`config.mk`:
```
export PLATFORM = sky130hd
export DESIGN_NAME = fwd_hazard_unit
export DESIGN_NICKNAME = d
export VERILOG_FILES = /design/src/rtl/fwd_hazard_unit_pkg.sv /design/src/rtl/fwd_hazard_unit_fwd_sel.sv /design/src/rtl/fwd_hazard_unit.sv
export SDC_FILE = /design/constraint.sdc
export NUM_CORES = 1
export LEC_CHECK = 0
export BUFFER_PORTS_ARGS = -buffer_cell sky130_fd_sc_hd__buf_4
export CAP_MARGIN = 30
export CORE_ASPECT_RATIO = 1.2
export CORE_MARGIN = 2
export CORE_UTILIZATION = 55
export CTS_BUF_LIST = sky130_fd_sc_hd__clkbuf_2
export CTS_CLUSTER_DIAMETER = 200
export DETAILED_ROUTE_END_ITERATION = 7
export PLACE_DENSITY = 0.79
export SLEW_MARGIN = 20
export SYNTH_ARGS = -nofsm -noshare
export SYNTH_HDL_FRONTEND = slang
export SYNTH_SLANG_ARGS = --single-unit
```
`constraint.sdc`:
```
create_clock -name clk -period 3.4 [get_ports clk]
set_input_delay 0.34 -clock clk [delete_from_list [all_inputs] [get_ports clk]]
set_output_delay 0.34 -clock clk [all_outputs]
set_load 0.02 [all_outputs]
```
`src/rtl/fwd_hazard_unit_pkg.sv`:
```
// Shared encodings for the forwarding/hazard unit and the stage datapaths:
// result classes, Tnew/Tuse constants, mux select codes and the shadow entry type.
package fwd_hazard_unit_pkg;

    typedef enum logic [1:0] {
        SRC_ALU  = 2'd0,
        SRC_MEM  = 2'd1,
        SRC_LINK = 2'd2
    } src_t;

    localparam logic [1:0] TUSE_NONE = 2'd3;

    localparam logic [1:0] TNEW_E_ALU  = 2'd1;
    localparam logic [1:0] TNEW_E_MEM  = 2'd2;
    localparam logic [1:0] TNEW_E_LINK = 2'd0;

    // Compare/ALU operand selects (ALU side only ever uses 0-5)
    localparam logic [2:0] SEL_RD      = 3'd0;
    localparam logic [2:0] SEL_MEMRD_W = 3'd1;
    localparam logic [2:0] SEL_RES_W   = 3'd2;
    localparam logic [2:0] SEL_RES_M   = 3'd3;
    localparam logic [2:0] SEL_PC8_W   = 3'd4;
    localparam logic [2:0] SEL_PC8_M   = 3'd5;
    localparam logic [2:0] SEL_PC8_E   = 3'd6;

    // M-stage store-data selects
    localparam logic [1:0] WD_RD2      = 2'd0;
    localparam logic [1:0] WD_MEMRD_W  = 2'd1;
    localparam logic [1:0] WD_RES_W    = 2'd2;
    localparam logic [1:0] WD_PC8_W    = 2'd3;

    typedef struct packed {
        logic [4:0] rs;
        logic [4:0] rt;
        logic [4:0] a3;
        logic [1:0] tnew;
        src_t       src;
    } stage_t;

    localparam stage_t STAGE_BUBBLE = '{rs: 5'd0, rt: 5'd0, a3: 5'd0, tnew: 2'd0, src: SRC_ALU};

    function automatic logic [1:0] tnew_at_e(input src_t src);
        case (src)
            SRC_ALU:  return TNEW_E_ALU;
            SRC_MEM:  return TNEW_E_MEM;
            default:  return TNEW_E_LINK;
        endcase
    endfunction

    function automatic stage_t advance(input stage_t s);
        stage_t r;
        r = s;
        r.tnew = (s.tnew == 2'd0) ? 2'd0 : s.tnew - 2'd1;
        return r;
    endfunction

    // Youngest E/M producer of r decides; a result not ready by Tuse stalls D.
    function automatic logic hazard(input logic [4:0] r, input logic [1:0] tuse,
                                    input stage_t e, input stage_t m);
        logic       hit;
        logic [1:0] tn;
        hit = 1'b0;
        tn  = 2'd0;
        if (r != 5'd0 && tuse != TUSE_NONE) begin
            if (e.a3 == r) begin
                hit = 1'b1;
                tn  = e.tnew;
            end else if (m.a3 == r) begin
                hit = 1'b1;
                tn  = m.tnew;
            end
        end
        return hit && (tn > tuse);
    endfunction

    // Store-data mux only sees W, so W-only codes fold into its 2-bit encoding.
    function automatic logic [1:0] wd_from_sel(input logic [2:0] sel);
        case (sel)
            SEL_MEMRD_W: return WD_MEMRD_W;
            SEL_RES_W:   return WD_RES_W;
            SEL_PC8_W:   return WD_PC8_W;
            default:     return WD_RD2;
        endcase
    endfunction

endpackage

```
`src/rtl/fwd_hazard_unit_fwd_sel.sv`:
```
// One forwarding select: youngest matching producer among enabled E/M and W wins;
// a producer whose result is not yet ready yields the plain register-file path.
module fwd_sel
    import fwd_hazard_unit_pkg::*;
(
    input  logic [4:0] src_reg,
    input  logic       en_e,
    input  logic       en_m,
    input  logic [4:0] e_a3,
    input  logic [1:0] e_tnew,
    input  logic [1:0] e_src,
    input  logic [4:0] m_a3,
    input  logic [1:0] m_tnew,
    input  logic [1:0] m_src,
    input  logic [4:0] w_a3,
    input  logic [1:0] w_tnew,
    input  logic [1:0] w_src,
    output logic [2:0] sel
);

    always_comb begin
        sel = SEL_RD;
        if (src_reg != 5'd0) begin
            if (en_e && e_a3 == src_reg) begin
                if (e_tnew == 2'd0 && e_src == SRC_LINK) sel = SEL_PC8_E;
            end else if (en_m && m_a3 == src_reg) begin
                if (m_tnew == 2'd0) begin
                    case (m_src)
                        SRC_ALU:  sel = SEL_RES_M;
                        SRC_LINK: sel = SEL_PC8_M;
                        default:  sel = SEL_RD;
                    endcase
                end
            end else if (w_a3 == src_reg) begin
                if (w_tnew == 2'd0) begin
                    case (w_src)
                        SRC_ALU:  sel = SEL_RES_W;
                        SRC_MEM:  sel = SEL_MEMRD_W;
                        SRC_LINK: sel = SEL_PC8_W;
                        default:  sel = SEL_RD;
                    endcase
                end
            end
        end
    end

endmodule

```
`src/rtl/fwd_hazard_unit.sv`:
```
// Forwarding and load-use hazard unit: shadows E/M/W destination/Tnew state and
// produces the D stall plus all bypass mux selects combinationally.
module fwd_hazard_unit
    import fwd_hazard_unit_pkg::*;
(
    input  logic       clk,
    input  logic       reset,
    input  logic [4:0] RsD,
    input  logic [4:0] RtD,
    input  logic [1:0] TuseRsD,
    input  logic [1:0] TuseRtD,
    input  logic [4:0] A3D,
    input  logic [1:0] SrcD,
    output logic       StallD,
    output logic [2:0] MCMPA,
    output logic [2:0] MCMPB,
    output logic [2:0] MALUAE,
    output logic [2:0] MALUBE,
    output logic [1:0] MWDM
);

    localparam int N_SEL = 5;

    stage_t e_q, m_q, w_q;
    stage_t e_d, m_d, w_d;

    logic [4:0] sel_reg [N_SEL];
    logic [N_SEL-1:0] sel_en_e;
    logic [N_SEL-1:0] sel_en_m;
    logic [2:0] sel [N_SEL];

    logic unused_w_regs;
    assign unused_w_regs = ^{w_q.rs, w_q.rt};

    assign StallD = hazard(RsD, TuseRsD, e_q, m_q) | hazard(RtD, TuseRtD, e_q, m_q);

    always_comb begin
        if (StallD) begin
            e_d = STAGE_BUBBLE;
        end else begin
            e_d.rs   = RsD;
            e_d.rt   = RtD;
            e_d.a3   = A3D;
            e_d.src  = src_t'(SrcD);
            e_d.tnew = tnew_at_e(src_t'(SrcD));
        end
        m_d = advance(e_q);
        w_d = advance(m_q);
    end

    always_ff @(posedge clk or posedge reset) begin
        if (reset) begin
            e_q <= STAGE_BUBBLE;
            m_q <= STAGE_BUBBLE;
            w_q <= STAGE_BUBBLE;
        end else begin
            e_q <= e_d;
            m_q <= m_d;
            w_q <= w_d;
        end
    end

    // Slots: 0/1 D compare operands, 2/3 E ALU operands, 4 M store data.
    always_comb begin
        sel_reg[0] = RsD;     sel_en_e[0] = 1'b1; sel_en_m[0] = 1'b1;
        sel_reg[1] = RtD;     sel_en_e[1] = 1'b1; sel_en_m[1] = 1'b1;
        sel_reg[2] = e_q.rs;  sel_en_e[2] = 1'b0; sel_en_m[2] = 1'b1;
        sel_reg[3] = e_q.rt;  sel_en_e[3] = 1'b0; sel_en_m[3] = 1'b1;
        sel_reg[4] = m_q.rt;  sel_en_e[4] = 1'b0; sel_en_m[4] = 1'b0;
    end

    genvar gi;
    generate
        for (gi = 0; gi < N_SEL; gi++) begin : g_sel
            fwd_sel u_fwd_sel (
                .src_reg (sel_reg[gi]),
                .en_e    (sel_en_e[gi]),
                .en_m    (sel_en_m[gi]),
                .e_a3    (e_q.a3),
                .e_tnew  (e_q.tnew),
                .e_src   (e_q.src),
                .m_a3    (m_q.a3),
                .m_tnew  (m_q.tnew),
                .m_src   (m_q.src),
                .w_a3    (w_q.a3),
                .w_tnew  (w_q.tnew),
                .w_src   (w_q.src),
                .sel     (sel[gi])
            );
        end
    endgenerate

    assign MCMPA  = sel[0];
    assign MCMPB  = sel[1];
    assign MALUAE = sel[2];
    assign MALUBE = sel[3];
    assign MWDM   = wd_from_sel(sel[4]);

endmodule

```
==> results.md, run 1 <==
- Number of antenna violations at the first check in global routing: 0
- Wire length of the first global-routing pass: 9470 um
- Hold path startpoint: SrcD[0]
- Number of nets still failing antenna checks after routing: 0
- Synthesized net count: 267
- Clock root buffer master: sky130_fd_sc_hd__clkbuf_2
- Final setup violation count: 0
- Antenna diodes: 0
- First-pass DRT Iterations: 4
- Maximum net fanout on the critical path: 5
- Worst-case vdd ir drop: 0.000351 V
- Kind of capture point of the worst setup path: primary output
- Summed area of non-filler cells in the final layout: 2900 um^2
- Count of unique library cells instantiated by Yosys: 42
- Setup repair after global routing missed its margin: no
- Hold violation total from the final report: 0
- Count of routing violations after the opening detailed-route iteration: 110
- Final sum of negative setup slack: 0 ns
- Global routing usage summed across all routing layers: 0.246
- Hold-critical path endpoint: e_q[2]
- Slew HR: 0.382
- WL per Instance: 16.9 um
- Power density normalized to cell area: 347 nW/um^2
- Most common cell after layout, fill and taps aside: sky130_fd_sc_hd__buf_4
- Worst setup path class: reg2out
- Clock Skew: 0.0296 ns
- Instance count of the mapped netlist: 240
- Share of synthesized registers carrying an async set or reset: 1.00
- Per-cell via count in the routed design: 5.70
- Required time of the critical path: 3.06 ns
- Row cnt: 26
- Number of flip-flops and latches in the synthesized netlist: 42
- Number of remaining DRC errors: 0
- Aggregate routed wire length: 5740 um
- Part of the Yosys area used for sequential elements: 0.425
- Input/output buffers: 37
- Element type at the critical path start: flop
- Syn Area/Cell: 10.3 um^2
- Top flip-flop cell by instance count after synthesis: sky130_fd_sc_hd__dfrtp_1
- Horizontal die dimension: 65.2 um
- Share of the core filled with cells: 0.675
- Critical Path AT: 2.84 ns
- Final layout net count: 310
- Worst hold path class: in2reg
- Number of global-route vias before repair: 1,992
- Yosys warnings: 0
- Total gr overflow: 0
- Ratio of cells with drive above 1 in the final layout: 0.257
- Static Leakage: 1.27 nW
- Launch point of the worst path: m_q[7]
- Total CTS buffers: 5
- Post-synth EDFFs: 0
- Maximum number of pins on one net before global-route repair: 25
- Area Overhead vs Synth: 17.4%
- Vias: 1,939
- Most used cells in the layout excluding fill and tap cells: sky130_fd_sc_hd__buf_4, sky130_fd_sc_hd__dfrtp_1, sky130_fd_sc_hd__xnor2_1, sky130_fd_sc_hd__xor2_1, sky130_fd_sc_hd__nor2_1
- Instance area after placement: 2790 um^2
- Placer's final routability congestion estimate: 0.907
- Maximum clock frequency: 315 MHz
- Actual slew at the worst max-slew pin: 0.914 ns
- Worst Reg-to-Reg Cells: 11
- Launch instance of the worst register-to-register path: m_q[7]
- Outcome: completed
- Worst Hold Path Cells: 2
- Max-cap violations: 0
- # IOs: 38
- Full die area: 5050 um^2
- Clock-pin slew on the worst setup and hold paths: 0.23 ns
- Initial Util: 0.575
- H-tree lvl count: 2
- Fin crit share: 0.935
- Reg2reg end: e_q[3]
- Number of buffers between clock root and the deepest sink: 2
- Syn Std Cell Area: 2470 um^2
- Area inside the core boundary: 4290 um^2
- Number of sinks on the clock net: 42
- Chip height: 77.4 um
- Minimum setup slack among reg-to-reg paths: 0.82 ns
- HPWL Detailed: 4290 um
- Slew Limit Fails: 0
- Clk_lat worst skew: 0.45 ns
- Min Tclk post-route: 3.18 ns
- TritonCTS clock tree: yes
## through the flow
| step | hold WS [ns] | instances | worst slack, ns | power, W |
|---|---|---|---|---|
| 2_1_floorplan | 0.346 | 240 | 0.743 | 0.000703 |
| 3_3_place_gp | 0.357 | 328 | 0.528 | 0.000772 |
| 3_5_place_dp | 0.361 | 328 | 0.548 | 0.000778 |
| 4_1_cts | 0.0693 | 336 | 0.0247 | 0.000999 |
| 5_1_grt | 0.0454 | 340 | 0.0291 | 0.00105 |
| 6_report | 0.0757 | 340 | 0.222 | 0.00101 |
## critical path: stages, from the launching register on
cell and delay, ns:
sky130_fd_sc_hd__dfrtp_2 0.49, sky130_fd_sc_hd__xor2_1 0.18, sky130_fd_sc_hd__nor3_2 0.25, sky130_fd_sc_hd__and2_2 0.24, sky130_fd_sc_hd__nand3b_1 0.09, sky130_fd_sc_hd__a21boi_1 0.17
sky130_fd_sc_hd__ha_1 0.27, sky130_fd_sc_hd__a21oi_1 0.14, sky130_fd_sc_hd__a21oi_1 0.06, sky130_fd_sc_hd__o211a_2 0.12, sky130_fd_sc_hd__or2_1 0.23, sky130_fd_sc_hd__buf_4 0.16
## layer usage
layer	GRT usage	vias to the layer above	routed length [um]
li1	-	924	-
met1	0.310	949	2490
met2	0.419	57	2900
met3	0.0391	9	240
met4	0.0938	0	102
met5	0	-	0
## Yosys cell counts, types with 2 or more instances
cell type | number | area, um^2
sky130_fd_sc_hd__nor2_1 | 18 | 67.6
sky130_fd_sc_hd__a22oi_1 | 4 | 30.0
sky130_fd_sc_hd__dfrtp_1 | 42 | 1050
sky130_fd_sc_hd__xor2_1 | 23 | 201
sky130_fd_sc_hd__nor2b_1 | 2 | 12.5
sky130_fd_sc_hd__nor3_2 | 2 | 20.0
sky130_fd_sc_hd__nor3b_2 | 3 | 37.5
sky130_fd_sc_hd__or4_1 | 5 | 37.5
sky130_fd_sc_hd__nand2_1 | 9 | 33.8
sky130_fd_sc_hd__buf_6 | 4 | 45.0
sky130_fd_sc_hd__xnor2_1 | 31 | 272
sky130_fd_sc_hd__nor2_2 | 2 | 12.5
sky130_fd_sc_hd__o211a_1 | 2 | 20.0
sky130_fd_sc_hd__o21ai_0 | 2 | 10.0
sky130_fd_sc_hd__a221oi_1 | 2 | 17.5
sky130_fd_sc_hd__nand3_1 | 10 | 50.1
sky130_fd_sc_hd__nor3b_1 | 14 | 105
sky130_fd_sc_hd__nor4b_1 | 2 | 17.5
sky130_fd_sc_hd__a32oi_1 | 2 | 17.5
sky130_fd_sc_hd__ha_1 | 4 | 50.1
sky130_fd_sc_hd__a21oi_1 | 9 | 45.0
sky130_fd_sc_hd__nand3b_1 | 2 | 15.0
sky130_fd_sc_hd__inv_1 | 5 | 18.8
sky130_fd_sc_hd__and2_1 | 6 | 37.5
sky130_fd_sc_hd__nor4_1 | 3 | 18.8
sky130_fd_sc_hd__clkbuf_1 | 4 | 15.0
sky130_fd_sc_hd__nor3_1 | 9 | 45.0
sky130_fd_sc_hd__a21boi_0 | 2 | 15.0
sky130_fd_sc_hd__a211oi_1 | 2 | 15.0
sky130_fd_sc_hd__a31oi_1 | 3 | 18.8
## registers in the layout, summed over array words and instances (netlist names)
name  cells
e_q      19
m_q      14
w_q       9
## worst max path at each step
stage / to / slack (ns) / depth (start not counted)
2_1_floorplan: StallD / 0.74 / 11
3_3_place_gp: StallD / 0.53 / 12
3_5_place_dp: StallD / 0.55 / 11
4_1_cts: StallD / 0.02 / 11
5_1_grt: StallD / 0.03 / 11
6_report: StallD / 0.22 / 11
## cell families after synthesis
group                    count (synthesis)  synth area share
buffers and inverters                   14            0.0334
XOR/XNOR                                54             0.191
AND/OR/NAND/NOR                         94             0.239
flip-flops                              42             0.425
AO/OA/AOI/OAI                           32            0.0906
adder cells (fa/ha/maj)                  4            0.0203
## area by class of cell
class / count / area [um^2]
timing repair buffer: 45 / 348
clock inverter: 3 / 21.3
multi-input combinational: 184 / 1360
inverter: 5 / 18.8
sequential: 42 / 1050
tap: 56 / 70.1
fill: 372 / 1390
clock buffer: 5 / 25.0
## repair_timing
action,CTS,global route
hold buffers,0,1
resized for setup,0,10
endpoints found under the setup margin,0,1
setup buffers,0,2
hold endpoints to repair,0,5
## power by group
group	internal (W)	leakage [nW]	switching, W	total [W]
registers	0.000530	0.499	0.0000425	0.000572
logic	0.000103	0.740	0.000105	0.000208
clock network	0.0000503	0.0289	0.000176	0.000227
No activity file was read; power rests on OpenSTA's default activity.
==> run 2: changes to the inputs <==
- CTS_BUF_LIST: sky130_fd_sc_hd__clkbuf_2 -> default
- clock period: 3.4 -> 4.05 ns (I/O delays scaled with it)
==> results.md, run 2 (same netlist as run 1, synthesis figures left out) <==
- Setup repair after global routing missed its margin: no (unchanged)
- Minimum setup slack among reg-to-reg paths: 1.22 ns (was 0.82 ns)
- Placer's final routability congestion estimate: 0.930 (was 0.907)
- Outcome: completed (unchanged)
- # IOs: 38 (unchanged)
- CTS hold repair buffers: 0 (unchanged)
- Vias: 1,923 (was 1,939)
- Final hold slack: 0.233 ns (was 0.0757 ns)
- Instance area after placement: 2780 um^2 (was 2790 um^2)
- First-pass DRT Iterations: 4 (unchanged)
- Input/output buffers: 37 (unchanged)
- Share of the core filled with cells: 0.672 (was 0.675)
- Maximum net fanout on the critical path: 5 (unchanged)
- Registers with the highest flip-flop counts: e_q: 19 flops, m_q: 14 flops, w_q: 9 flops (unchanged)
- Wire length of the first global-routing pass: 9580 um (was 9470 um)
- Most common cell after layout, fill and taps aside: sky130_fd_sc_hd__dfrtp_1 (was sky130_fd_sc_hd__buf_4)
- Number of nets still failing antenna checks after routing: 0 (unchanged)
- Required time of the critical path: 3.64 ns (was 3.06 ns)
- Number of global-route vias before repair: 1,981 (was 1,992)
- Part of the total power dissipated in the clock network: 0.335 (was 0.225)
- Worst Reg-to-Reg Cells: 11 (unchanged)
- Worst setup path class: reg2out (unchanged)
- Launch instance of the worst register-to-register path: m_q[7] (unchanged)
- Reg2reg end: e_q[11] (was e_q[3])
- Number of sinks on the clock net: 42 (unchanged)
- Fraction of power spent switching nets: 0.269 (was 0.321)
- HPWL Detailed: 4060 um (was 4290 um)
- Summed area of non-filler cells in the final layout: 2890 um^2 (was 2900 um^2)
- Hold violation total from the final report: 0 (unchanged)
- Initial Util: 0.575 (unchanged)
- Area Overhead vs Synth: 16.8% (was 17.4%)
- Clock-pin slew on the worst setup and hold paths: 0.08 ns (was 0.23 ns)
- Full die area: 5050 um^2 (unchanged)
- TritonCTS clock tree: yes (unchanged)
- Slew HR: 0.353 (was 0.382)
- Worst-case vdd ir drop: 0.000189 V (was 0.000351 V)
- Register containing the most flip-flops in the final layout: e_q (unchanged)
- Final-layout fill cell count: 360 (was 372)
- Worst hold path class: in2async (was in2reg)
- Final sum of negative setup slack: 0 ns (unchanged)
- Area inside the core boundary: 4290 um^2 (unchanged)
- Min Tclk post-route: 3.33 ns
- H-tree lvl count: 2 (unchanged)
- Total CTS buffers: 5 (unchanged)
- Combined area of the multi-input logic cells: 1340 um^2 (was 1360 um^2)
- Static Leakage: 1.26 nW (was 1.27 nW)
- Row cnt: 26 (unchanged)
- Launch point of the worst path: m_q[7] (unchanged)
- Internal power component: 0.000707 W (was 0.000684 W)
- Slew Limit Fails: 0 (unchanged)
- Number of flip-flops in the largest register: 19 (unchanged)
- Critical path's slowest cell: sky130_fd_sc_hd__dfrtp_1 (was sky130_fd_sc_hd__dfrtp_2)
- Post-CTS setup buffers: 0 (unchanged)
- Post-CTS Resized: 0 (unchanged)
- Library cell appearing most often on the critical path: sky130_fd_sc_hd__a21oi_1 (unchanged)
- Ratio of cells with drive above 1 in the final layout: 0.222 (was 0.257)
- Maximum clock frequency: 300 MHz
- Final layout net count: 305 (was 310)
- Number of antenna violations at the first check in global routing: 0 (unchanged)
- Total gr overflow: 0 (unchanged)
- Flip-flop and latch area: 1050 um^2 (about the same)
- Antenna diodes: 0 (unchanged)
- Setup crit end: StallD (unchanged)
- Number of buffers between clock root and the deepest sink: 2 (unchanged)
- Proportion of power drawn by flip-flops and latches: 0.495 (was 0.568)
- Clock root buffer master: sky130_fd_sc_hd__clkbuf_8 (was sky130_fd_sc_hd__clkbuf_2)
- Final setup violation count: 0 (unchanged)
- Critical Path AT: 2.93 ns (was 2.84 ns)
- Number of remaining DRC errors: 0 (unchanged)
- Largest stage delay on the critical path: 0.47 ns (was 0.49 ns)
- Clk_lat worst skew: 0.29 ns (was 0.45 ns)
- Fin crit share: 0.823
- Count of routing violations after the opening detailed-route iteration: 126 (was 110)
- Reported net switching power: 0.000260 W (was 0.000323 W)
- WL per Instance: 16.3 um (was 16.9 um)
- Per-cell via count in the routed design: 5.74 (was 5.70)
- Clock Skew: 0.00540 ns (was 0.0296 ns)
- Chip height: 77.4 um (unchanged)
- Kind of capture point of the worst setup path: primary output (unchanged)
- Power density normalized to cell area: 335 nW/um^2 (was 347 nW/um^2)
- Horizontal die dimension: 65.2 um (unchanged)
- CP cell instances: xor2_1 > nor3_1 > and2_1 > nand3b_1 > a21boi_0 > ha_1 > a21oi_1 > a21oi_1 > o211a_2 > or2_1 > buf_4 (was xor2_1 > nor3_2 > and2_2 > nand3b_1 > a21boi_1 > ha_1 > a21oi_1 > a21oi_1 > o211a_2 > or2_1 > buf_4)
- Max-cap violations: 0 (unchanged)
- Actual slew at the worst max-slew pin: 0.957 ns (was 0.914 ns)
- Global routing usage summed across all routing layers: 0.244 (was 0.246)
- Maximum number of pins on one net before global-route repair: 43 (was 25)
- Element type at the critical path start: flop (unchanged)
- Aggregate routed wire length: 5460 um (was 5740 um)
- Combinational share of power: 0.170 (was 0.207)
- Most used cells in the layout excluding fill and tap cells: sky130_fd_sc_hd__dfrtp_1, sky130_fd_sc_hd__buf_4, sky130_fd_sc_hd__xnor2_1, sky130_fd_sc_hd__xor2_1, sky130_fd_sc_hd__nor2_1 (was sky130_fd_sc_hd__buf_4, sky130_fd_sc_hd__dfrtp_1, sky130_fd_sc_hd__xnor2_1, sky130_fd_sc_hd__xor2_1, sky130_fd_sc_hd__nor2_1)
## run 2: per-layer routing
| metal | track usage | up-vias | share of wire |
|---|---|---|---|
| met5 | 0 | - | 0 |
| met2 | 0.409 | 62 | 0.52 |
| li1 | - | 910 | - |
| met1 | 0.316 | 937 | 0.41 |
| met4 | 0.100 | 0 | 0.029 |
| met3 | 0.0290 | 14 | 0.049 |
## run 2: power groups by stage
stage	logic, W	registers [W]	clock network [W]
floorplan	0.000118	0.000472	0
global placement	0.000160	0.000486	0
detailed placement	0.000163	0.000487	0
CTS	0.000164	0.000479	0.000330
global route	0.000182	0.000484	0.000346
finish	0.000164	0.000479	0.000324
## run 2: worst max-delay path: cells and delay by family, from the launching register on
kind,cells,cell delay [ns]
AOI/OAI and AO/OA,4,0.51
buffers and inverters,1,0.16
and+or+nand+nor,4,1.03
xor gates and xnor gates,1,0.19
DFF,1,0.47
adders and majority gates,1,0.28
## run 2: per-stage QoR
| step | cells | setup WS, ns | total power, W |
|---|---|---|---|
| finish | 335 | 0.717 | 0.000966 |
| detailed placement | 327 | 1.03 | 0.000650 |
| global placement | 327 | 1.04 | 0.000646 |
| floorplan | 240 | 1.33 | 0.000590 |
| global route | 335 | 0.508 | 0.00101 |
| CTS | 335 | 0.730 | 0.000973 |
## run 2: cell type report
type / count / area share
multi-input combinational: 184 / 0.463
clock buffer: 5 / 0.0238
sequential: 42 / 0.364
inverter: 5 / 0.00650
clock inverter: 3 / 0.0139
timing repair buffer: 40 / 0.104
tap: 56 / 0.0243
## run 2: how the worst min path moves through the flow
stage / startpoint / end / slack [ns] / cells past startpoint
floorplan: e_q[1] / m_q[1] / 0.35 / 0
global placement: e_q[1] / m_q[1] / 0.36 / 0
detailed placement: e_q[1] / m_q[1] / 0.35 / 0
CTS: reset / e_q[13] / 0.25 / 3
global route: SrcD[0] / e_q[2] / 0.29 / 2
finish: reset / e_q[8] / 0.23 / 3
